$ cat src/rtl/bresenham_line_drawer.sv
// rtl/bresenham_line_drawer.sv - integer Bresenham line rasteriser with a pixel_write/pixel_ready handshake.
// Optional off-screen pixel skipping is enabled by defining BRESENHAM_LINE_DRAWER_CLIP_EN.
module bresenham_line_drawer #(
    parameter int HOR_ACTIVE_PIXELS = 640,
    parameter int VER_ACTIVE_PIXELS = 480,
    localparam int X_WIDTH = $clog2(HOR_ACTIVE_PIXELS),
    localparam int Y_WIDTH = $clog2(VER_ACTIVE_PIXELS)
) (
    input  logic               clk,
    input  logic               rst_n,
    input  logic               start,
    output logic               ready,
    input  logic [X_WIDTH-1:0] x1,
    input  logic [X_WIDTH-1:0] x2,
    input  logic [Y_WIDTH-1:0] y1,
    input  logic [Y_WIDTH-1:0] y2,
    output logic [X_WIDTH-1:0] pixel_x,
    output logic [Y_WIDTH-1:0] pixel_y,
    output logic               pixel_write,
    input  logic               pixel_ready
);

    // Two guard bits keep 2*err representable for any pair of endpoints.
    localparam int E_WIDTH = ((X_WIDTH > Y_WIDTH) ? X_WIDTH : Y_WIDTH) + 2;
    localparam logic [X_WIDTH-1:0] X_ONE = 1;
    localparam logic [Y_WIDTH-1:0] Y_ONE = 1;

    typedef enum logic {IDLE, DRAW} state_t;

    state_t               state;
    logic [X_WIDTH-1:0]   x_end;
    logic [Y_WIDTH-1:0]   y_end;
    logic signed [E_WIDTH-1:0] dx;
    logic signed [E_WIDTH-1:0] dy;
    logic signed [E_WIDTH-1:0] err;
    logic                 sx_neg;
    logic                 sy_neg;

    logic signed [E_WIDTH-1:0] x1_e, x2_e, y1_e, y2_e;
    logic signed [E_WIDTH-1:0] diff_x, diff_y;
    logic signed [E_WIDTH-1:0] dx_init, dy_init;
    logic signed [E_WIDTH-1:0] e2, err_next;
    logic                 step_x, step_y;
    logic [X_WIDTH-1:0]   x_next;
    logic [Y_WIDTH-1:0]   y_next;
    logic                 last_pixel;
    logic                 advance;
    logic                 first_visible;
    logic                 next_visible;

    assign x1_e = $signed({{(E_WIDTH-X_WIDTH){1'b0}}, x1});
    assign x2_e = $signed({{(E_WIDTH-X_WIDTH){1'b0}}, x2});
    assign y1_e = $signed({{(E_WIDTH-Y_WIDTH){1'b0}}, y1});
    assign y2_e = $signed({{(E_WIDTH-Y_WIDTH){1'b0}}, y2});
    assign diff_x = x2_e - x1_e;
    assign diff_y = y2_e - y1_e;
    assign dx_init = (diff_x < 0) ? -diff_x : diff_x;
    assign dy_init = (diff_y < 0) ? diff_y : -diff_y;

    // Both step decisions use the same e2 derived from the pre-update error.
    assign e2       = {err[E_WIDTH-2:0], 1'b0};
    assign step_x   = (e2 >= dy);
    assign step_y   = (e2 <= dx);
    assign err_next = err + (step_x ? dy : '0) + (step_y ? dx : '0);
    assign x_next   = step_x ? (sx_neg ? pixel_x - X_ONE : pixel_x + X_ONE) : pixel_x;
    assign y_next   = step_y ? (sy_neg ? pixel_y - Y_ONE : pixel_y + Y_ONE) : pixel_y;
    assign last_pixel = (pixel_x == x_end) && (pixel_y == y_end);

`ifdef BRESENHAM_LINE_DRAWER_CLIP_EN
    localparam logic [X_WIDTH:0] X_LIMIT = (X_WIDTH+1)'(HOR_ACTIVE_PIXELS);
    localparam logic [Y_WIDTH:0] Y_LIMIT = (Y_WIDTH+1)'(VER_ACTIVE_PIXELS);

    assign first_visible = ({1'b0, x1} < X_LIMIT) && ({1'b0, y1} < Y_LIMIT);
    assign next_visible  = ({1'b0, x_next} < X_LIMIT) && ({1'b0, y_next} < Y_LIMIT);
    // Off-screen pixels are never offered, so they step without a handshake.
    assign advance = (state == DRAW) && (pixel_ready || !pixel_write);
`else
    assign first_visible = 1'b1;
    assign next_visible  = 1'b1;
    assign advance = (state == DRAW) && pixel_ready;
`endif

    assign ready = (state == IDLE);

    always_ff @(posedge clk or negedge rst_n) begin
        if (!rst_n) begin
            state       <= IDLE;
            pixel_x     <= '0;
            pixel_y     <= '0;
            pixel_write <= 1'b0;
            x_end       <= '0;
            y_end       <= '0;
            dx          <= '0;
            dy          <= '0;
            err         <= '0;
            sx_neg      <= 1'b0;
            sy_neg      <= 1'b0;
        end else begin
            case (state)
                IDLE: begin
                    pixel_write <= 1'b0;
                    if (start) begin
                        state       <= DRAW;
                        pixel_x     <= x1;
                        pixel_y     <= y1;
                        pixel_write <= first_visible;
                        x_end       <= x2;
                        y_end       <= y2;
                        dx          <= dx_init;
                        dy          <= dy_init;
                        err         <= dx_init + dy_init;
                        sx_neg      <= (diff_x < 0);
                        sy_neg      <= (diff_y < 0);
                    end
                end
                DRAW: begin
                    if (advance) begin
                        if (last_pixel) begin
                            state       <= IDLE;
                            pixel_write <= 1'b0;
                        end else begin
                            pixel_x     <= x_next;
                            pixel_y     <= y_next;
                            err         <= err_next;
                            pixel_write <= next_visible;
                        end
                    end
                end
                default: begin
                    state       <= IDLE;
                    pixel_write <= 1'b0;
                end
            endcase
        end
    end

endmodule

$ cat config.mk
export PLATFORM = sky130hd
export DESIGN_NAME = bresenham_line_drawer
export DESIGN_NICKNAME = d
export VERILOG_FILES = /design/src/rtl/bresenham_line_drawer.sv
export SDC_FILE = /design/constraint.sdc
export NUM_CORES = 1
export LEC_CHECK = 0
export BUFFER_PORTS_ARGS = -buffer_cell sky130_fd_sc_hd__clkbuf_2
export CAP_MARGIN = 20
export CORE_MARGIN = 10
export CORE_UTILIZATION = 38
export DETAILED_ROUTE_END_ITERATION = 7
export MAX_ROUTING_LAYER = met4
export PLACE_DENSITY = 0.57
export SYNTH_ARGS = -nofsm -noshare
export SYNTH_HDL_FRONTEND = slang
export SYNTH_SLANG_ARGS = --single-unit
$ cat constraint.sdc
create_clock -name clk -period 3.63 [get_ports clk]
set_input_delay 0.1815 -clock clk [delete_from_list [all_inputs] [get_ports clk]]
set_output_delay 0.1815 -clock clk [all_outputs]
set_load 0.05 [all_outputs]
==> Implementation_results.wiki, run 1 <==
{| class="wikitable"
! Metric !! Value
|-
| Synthesized area || 0.006957 sq mm
|-
| Max-Slew Margin vs Limit || 0.4116
|-
| Most frequent cells after synthesis || nand2_1, inv_1, dfrtp_1, ha_1, nor2_1
|-
| Die Wd || 155.3 microns
|-
| Share of the cycle needed by the critical path after routing || 1.064
|-
| Clock transition time at the flip-flop clock pins of the worst setup and hold paths || 0.06 ns
|-
| Row count || 49
|-
| Number of input and output port buffers inserted || 62
|-
| Cell at the root of the clock tree || clkbuf_16
|-
| Number of failing hold endpoints at the final stage || 0
|-
| Register share of total power || 0.174
|-
| Cell type contributing the most total cell area after synthesis || dfrtp_1
|-
| Endpoint arrival time on the critical path || 4.08 ns
|-
| Number of maximum-capacitance violations || 0
|-
| Filler cell count in the final layout || 1724
|-
| Sequential cell area fraction in the yosys report || 0.2770
|-
| Global-route wire length before repair || 32390 microns
|-
| Switching part of the total power || 0.4475
|-
| Final setup violation count || 4
|-
| Clock Path Buffers || 2
|-
| Effective utilization at floorplan || 0.3873
|-
| Routed Antenna Nets || 0
|-
| Die Ht || 155.3 microns
|-
| Worst Hold Launch || x2[7]
|-
| Mapped Nets || 952
|-
| Initial antenna violation count || 0
|-
| DRC violation total after the first TritonRoute iteration || 249
|-
| Clock power frac || 0.121
|-
| TritonCTS clock tree || done
|-
| Core Region || 0.01796 sq mm
|-
| Hold Crit Class || primary input to flop
|-
| Reg2reg start || dy[2]
|-
| Top-area cell type share of the netlist area || 0.2770
|-
| Cell area after layout || 0.009183 sq mm
|-
| Area taken by multi-input logic gates || 0.004883 sq mm
|-
| Depth of the worst register-to-register path || 19
|-
| Detailed placement HPWL || 15260 microns
|-
| Setup CP Type || flop to flop
|-
| Data required, critical path || 3.84 ns
|-
| FFs w/ async S/R, synth || 1.000
|-
| RSZ-0062 raised after global routing || true
|-
| Fin worst setup slack || -0.2337 ns
|-
| Critical path endpoint category || flop
|-
| Critical-path maximum fanout || 5
|-
| Overall die area || 0.02412 sq mm
|-
| Synth-to-layout area growth || 32.00%
|-
| Via count of the first global-routing pass || 6581
|-
| Clock H-tree levels || 3
|-
| Depth of the worst hold-timing path || 3
|-
| Aggregate global-route resource usage || 0.1686
|-
| Top cells by area, synth || dfrtp_1, ha_1, nand2_1, fa_1, xor2_1
|-
| Synthesized area per cell || 8.515 sq um
|-
| Largest voltage drop on the vdd net || 0.0006355 V
|-
| Number of synthesized flops with an enable pin || 0
|-
| Buffers plus inverters on the worst setup path || 2
|-
| Post-detailed-route DRC marker count || 0
|-
| Most repeated cell in the gate-level netlist after synthesis || nand2_1
|-
| Detailed-route vias per instance || 4.949
|-
| Setup slack of the worst register-to-register path || -0.23 ns
|-
| Iteration count of the initial detailed-routing pass || 4
|-
| Clock tree sinks || 77
|-
| Maximum number of pins on one net before global-route repair || 67
|-
| Gate count of the mapped netlist || 817
|-
| Sum of routed wire length over all layers || 19460 microns
|-
| Number of pins exceeding their max-slew limit in the final report || 0
|-
| Cell mode on critical path || o21ai_2
|-
| Global placement routability congestion || 0.9062
|-
| Final net count || 1158
|-
| Combinational fraction of design power || 0.705
|-
| Placed cell area || 0.008603 sq mm
|-
| Destination of the worst hold path || x_end[7]
|-
| Antenna diodes || 0
|-
| Max Fclk || 258.8 MHz
|-
| Synthesis Warnings || 0
|-
| Clock insertion delay at the later pin of the skew report || 0.35 ns
|-
| Startpoint kind of the worst setup timing path || flop
|-
| #FFs+latches synth || 77
|-
| Distinct cells, synth || 65
|-
| Violated checks || negative setup slack
|-
| Global route total overflow || 0
|-
| Internal || 4.470 mW
|-
| Clk_skew || 0.007574 ns
|-
| Reg2reg end || err[9]
|-
| Critical Path, Cell by Cell || inv_1 > ha_1 > o21ai_2 > a21oi_2 > o31ai_2 > mux2_4 > and2_4 > fa_1 > ha_2 > inv_2 > fa_2 > nor2b_2 > o21ai_2 > a21boi_2 > o21ai_1 > nand2b_1 > a31oi_1 > xor2_1 > o221ai_1
|-
| WL/cell || 15.49 microns
|-
| Placement Setup Slack || -0.4350 ns
|-
| Main flop type after synthesis || dfrtp_1
|-
| Result of the run || finished with violations
|-
| Area taken by flip-flops and latches || 0.001927 sq mm
|-
| Switching power || 3.621 mW
|-
| Fraction of layout instances using a drive strength above 1 || 0.2756
|-
| Critical path's largest stage delay || 0.48 ns
|-
| Worst Tran Pin Value || 0.8826 ns
|-
| Number of vias in the routed layout || 6216
|-
| Critical-path top delay cell || fa_1
|-
| Family with the most delay on the worst path || adder cells
|-
| Pleak || 4.610 nW
|-
| Total clock buffers created by CTS || 9
|-
| Io pins || 63
|-
| Power density over the cells || 881.1 mW/mm^2
|-
| Fin crit period || 3.864 ns
|}
[layout make-up]
class                           count  area share
Multi-Input combinational cell    639      0.5318
Inverter                           79     0.03229
Tap cell                          229     0.03120
Clock buffer                       11     0.02534
Timing Repair Buffer              217      0.1615
Clock inverter                      4    0.008039
Sequential cell                    77      0.2098
[metrics by stage]
stage                     setup TNS (ns)    util  power (mW)  std cells  hold slack (ns)
final                            -0.6746  0.5112       8.090       1256          0.04580
after global routing              -1.912  0.5112       8.855       1256          0.04621
after CTS                         -1.213  0.4977       7.698       1249          0.03769
after detailed placement          -1.806  0.4789       6.626       1232           0.3720
after global placement            -1.464  0.4789       6.574       1232           0.3684
after floorplan                  -0.5182       -       4.842        817          -0.1141
[routing by layer]
layer  vias to the layer above  part of all wire  global-route usage  wire, microns
li1                       3228                 -                   -              -
met1                      2887              0.49              0.2186           9630
met2                        84              0.46              0.2749           9043
met3                        17             0.028             0.02123            536
met4                         0             0.013             0.03966            249
met5                         -                 0                   -              0
[power groups by stage]
stage          logic [mW]  clock network, mW  registers (mW)
2_1_floorplan        3.12                  0            1.72
3_3_place_gp         5.16                  0            1.42
3_5_place_dp         5.20                  0            1.42
4_1_cts              5.29               1.00            1.40
5_1_grt              6.37               1.03            1.45
6_report             5.71              0.979            1.41
[tightest hold or removal path: stages]
cell and delay (ns):
clkbuf_2 0.09, nand2_1 0.04, nand2_1 0.05
[worst max path at each step]
| stage | startpoint | end | slack, ns | cells after the start |
|---|---|---|---|---|
| after floorplan | err[1] | err[9] | -0.16 | 19 |
| after global placement | err[0] | err[8] | -0.39 | 17 |
| after detailed placement | x2[0] | err[10] | -0.44 | 19 |
| after CTS | err[1] | err[9] | -0.37 | 18 |
| after global routing | dy[9] | err[9] | -0.51 | 19 |
| final | dy[2] | err[9] | -0.23 | 19 |
[cells by family after synthesis]
logic type,Yosys count,share of synthesized area
AOI/OAI and AO/OA,182,0.1667
xor gates and xnor gates,71,0.09334
adders and majority gates,93,0.1845
buffers and inverters,101,0.05558
DFF,77,0.2770
muxes,27,0.04227
and+or+nand+nor,266,0.1806
[state kept, by name, summed over array words and instances (netlist names), 9 cells and up]
name,flops
pixel_y,9
err,11
y_end,9
pixel_x,10
dy,12
dx,12
x_end,10
[placed cells by master, fill, tap and decap left out, drive strengths merged, types with 16 or more instances in the layout]
master	count
xnor2	34
xor2	35
clkbuf	72
fa	16
inv	79
nand2	103
nand3	16
ha	77
buf	155
o21ai	49
a21o	20
dfrtp	77
nor2	65
a21oi	55
mux2	16
[repair_timing]
action,CTS,global route
pin swaps,10,15
setup endpoints to repair,5,8
buffers inserted,1,7
hold buffers,1,0
hold endpoints to repair,9,0
gates resized for setup,4,29
Note: power is estimated with default switching activity, not from simulation.
==> inputs of run 2 (changes only) <==
--- a/config.mk
+++ b/config.mk
@@ -15,3 +15,4 @@
 export SYNTH_ARGS = -nofsm -noshare
 export SYNTH_HDL_FRONTEND = slang
 export SYNTH_SLANG_ARGS = --single-unit
+export TNS_END_PERCENT = 50
==> constraint.sdc (replaced) <==
create_clock -name clk -period 3.63 [get_ports clk]
set_input_delay 0.363 -clock clk [delete_from_list [all_inputs] [get_ports clk]]
set_output_delay 0.363 -clock clk [all_outputs]
set_load 0.05 [all_outputs]
==> run 2 against run 1 <==
The flow still finishes with violations (negative setup slack). Count of clock-buffer cells in the layout stayed put. Clock power shrank 7.3%. Final area down 0.15%. Die area did not move. Register-to-register slack worse by 0.05 ns. Maximum frequency shrank 1.4%. Final cell count up 0.56%. Combinational power is 6.5% lower. Critical path type unchanged. Critical endpoint unchanged. Largest cell class unchanged. Largest power group unchanged. Highest routed layer unchanged.
==> Implementation_results.wiki, run 2 (synthesis gave the netlist of run 1 again) <==
{| class="wikitable"
! Metric !! Value
|-
| Result of the run || finished with violations
|-
| Violated checks || negative setup slack
|-
| Worst setup path startpoint || err[9]
|-
| Worst Tran Pin Value || 0.8098 ns (-0.07282 ns)
|-
| WL/cell || 15.16 microns (-2.1%)
|-
| Critical Path, Cell by Cell || ha_4 > nand4_1 > o21bai_1 > o31ai_2 > mux2_4 > and2_4 > fa_1 > ha_2 > inv_2 > fa_2 > nor2b_2 > o21ai_2 > a21boi_2 > o21ai_1 > nand2b_1 > a31oi_1 > xor2_1 > o221ai_1
|-
| Initial antenna violation count || 0 (unchanged)
|-
| Overall die area || 0.02412 sq mm (unchanged)
|-
| Share of the cycle needed by the critical path after routing || 1.080 (+0.01515)
|-
| Final setup violation count || 5 (+1)
|-
| Final net count || 1165 (+0.60%)
|-
| Post-detailed-route DRC marker count || 0 (unchanged)
|-
| Iteration count of the initial detailed-routing pass || 4 (unchanged)
|-
| Sum of routed wire length over all layers || 19150 microns (-1.6%)
|-
| Endpoint arrival time on the critical path || 4.15 ns (+0.07 ns)
|-
| Global-route wire length before repair || 32200 microns (-0.60%)
|-
| Clock transition time at the flip-flop clock pins of the worst setup and hold paths || 0.06 ns (about the same)
|-
| Detailed-route vias per instance || 4.840 (-2.2%)
|-
| Depth of the worst register-to-register path || 18 (-1)
|-
| Maximum number of pins on one net before global-route repair || 59 (-12%)
|-
| Aggregate global-route resource usage || 0.1684 (about the same)
|-
| TritonCTS clock tree || done
|-
| Number of cells on the critical path || 18 (-1)
|-
| Largest registers in the final layout || dx (12), dy (12), err (11)
|-
| Critical-path maximum fanout || 5 (unchanged)
|-
| Critical path endpoint category || flop
|-
| Max-Slew Margin vs Limit || 0.4602 (+0.04855)
|-
| Critical-path top delay cell || fa_1
|-
| Fin crit period || 3.919 ns (+0.05500 ns)
|-
| Die Ht || 155.3 microns (unchanged)
|-
| Clock tree sinks || 77 (unchanged)
|-
| Setup CP Type || flop to flop
|-
| Detailed placement HPWL || 15320 microns (+0.38%)
|-
| Power density over the cells || 833.2 mW/mm^2 (-5.4%)
|-
| Hold Crit Class || primary input to asynchronous set/reset pin
|-
| Antenna diodes || 0 (unchanged)
|-
| PnR Total Power || 7.640 mW (-5.6%)
|-
| Cell at the root of the clock tree || clkbuf_16
|-
| Clock insertion delay at the later pin of the skew report || 0.34 ns (about the same)
|-
| Reg2reg start || err[9]
|-
| Fraction of layout instances using a drive strength above 1 || 0.2795 (+0.003937)
|-
| Effective utilization at floorplan || 0.3873 (unchanged)
|-
| Filler cell count in the final layout || 1729 (+0.29%)
|-
| Number of pins exceeding their max-slew limit in the final report || 0 (unchanged)
|-
| Timing endpoint of the critical path || err[9]
|-
| Number of maximum-capacitance violations || 0 (unchanged)
|-
| Commonest cells after routing, fill and taps aside || buf_4, nand2_1, inv_1
|-
| Setup slack of the worst register-to-register path || -0.29 ns (-0.05 ns)
|-
| Reg2reg end || err[9]
|-
| Commonest non-fill, non-tap cell in the layout || buf_4
|-
| Count of hold-fix buffers inserted at cts || 0 (-1)
|-
| Die Wd || 155.3 microns (unchanged)
|-
| Finished Layout Cells || 1263 (+0.56%)
|-
| Max Fclk || 255.2 MHz (-1.4%)
|-
| Pleak || 4.589 nW (-0.45%)
|-
| RSZ-0062 raised after global routing || true
|-
| Largest voltage drop on the vdd net || 0.0004206 V (-34%)
|-
| Routed Antenna Nets || 0 (unchanged)
|-
| Cell Count Post-Placement || 1236 (+0.32%)
|-
| Number of failing hold endpoints at the final stage || 0 (unchanged)
|-
| Clk_skew || 0.003099 ns (-0.004475 ns)
|-
| Via count of the first global-routing pass || 6386 (-3.0%)
|-
| Io pins || 63 (unchanged)
|-
| Clock Path Buffers || 2 (unchanged)
|-
| DRC violation total after the first TritonRoute iteration || 319 (+28%)
|-
| Critical path's largest stage delay || 0.48 ns (about the same)
|-
| Number of input and output port buffers inserted || 62 (unchanged)
|-
| Global placement routability congestion || 0.8571 (-5.4%)
|-
| Placement Setup Slack || -0.4853 ns (-0.05030 ns)
|-
| Fin worst setup slack || -0.2887 ns (-0.05500 ns)
|-
| Data required, critical path || 3.86 ns (+0.02 ns)
|-
| Row count || 49 (unchanged)
|-
| Synth-to-layout area growth || 31.80%
|-
| Startpoint kind of the worst setup timing path || flop
|-
| Total clock buffers created by CTS || 9 (unchanged)
|-
| Clock H-tree levels || 3 (unchanged)
|-
| Global route total overflow || 0 (unchanged)
|-
| Number of vias in the routed layout || 6113 (-1.7%)
|-
| Family with the most delay on the worst path || adder cells
|-
| Buffers plus inverters on the worst setup path || 1 (-1)
|-
| Core Region || 0.01796 sq mm (unchanged)
|}
-- run 2: cell types whose count changed in the layout (fill, tap and decap cells not counted), sizes merged --
cell	before	now
dlygate4sd3	1	0
clkinv	2	1
bufinv	2	1
clkinvlp	0	2
buf	155	163
-- run 2: worst reg2reg max path, delay by kind of cell, from the launching register on --
family	cells	cell delay [ns]
mux	1	0.34
xor+xnor	1	0.15
buf+inv	1	0.04
compound gates	7	0.97
simple gates	4	0.55
flops	1	0.46
fa+ha+maj	4	1.30
-- run 2: how the worst min path moves through the flow --
stage / endpoint / slack, ns / cells after the start
final: pixel_x[5] / 0.10 / 1
after global placement: dx[1] / 0.48 / 2
after CTS: pixel_x[8] / 0.14 / 1
after detailed placement: y_end[6] / 0.48 / 2
after global routing: pixel_x[8] / 0.16 / 1
after floorplan: dx[0] / 0.07 / 0
-- run 2: cell type report --
| class | instances | area (sq um) | share of cell area |
|---|---|---|---|
| multi-input cells | 639 | 4835 | 0.5273 |
| flip-flops and latches | 77 | 1928 | 0.2103 |
| repair buffers | 224 | 1540 | 0.1680 |
| inverters | 79 | 296.5 | 0.03234 |
| well taps | 229 | 286.5 | 0.03125 |
| clock buffers | 11 | 232.7 | 0.02538 |
| clock inverters | 4 | 50.05 | 0.005459 |
-- run 2: repair_timing --
action	CTS	global route
setup buffers	9	3
hold endpoints to repair	0	0
resized for setup	16	5
endpoints found under the setup margin	5	7
pin swaps	10	12
-- run 2: layer usage --
layer / part of all wire / wire (microns) / up-vias / track usage
met3: 0.030 / 566 / 11 / 0.02371
met1: 0.50 / 9528 / 2781 / 0.2257
met4: 0.012 / 222 / 0 / 0.03431
li1: - / - / 3249 / -
met5: 0 / 0 / - / -
met2: 0.46 / 8836 / 72 / 0.2666
-- run 2: per-stage QoR --
| stage | setup TNS, ns | utilization | hold WS, ns | area (sq um) |
|---|---|---|---|---|
| after CTS | -0.8275 | 0.5074 | 0.1391 | 9115 |
| after global placement | -1.786 | 0.4820 | 0.4769 | 8658 |
| after global routing | -2.112 | 0.5104 | 0.1577 | 9169 |
| final | -1.098 | 0.5104 | 0.1047 | 9169 |
| after detailed placement | -2.114 | 0.4820 | 0.4818 | 8658 |
| after floorplan | -0.5398 | - | 0.06741 | 7025 |
-- run 2: report_power, final --
part	switching, mW	internal [mW]	total, mW
Clock	0.379	0.529	0.908
Combinational	2.79	2.55	5.34
Sequential	0.266	1.13	1.39
Total	3.44	4.20	7.64
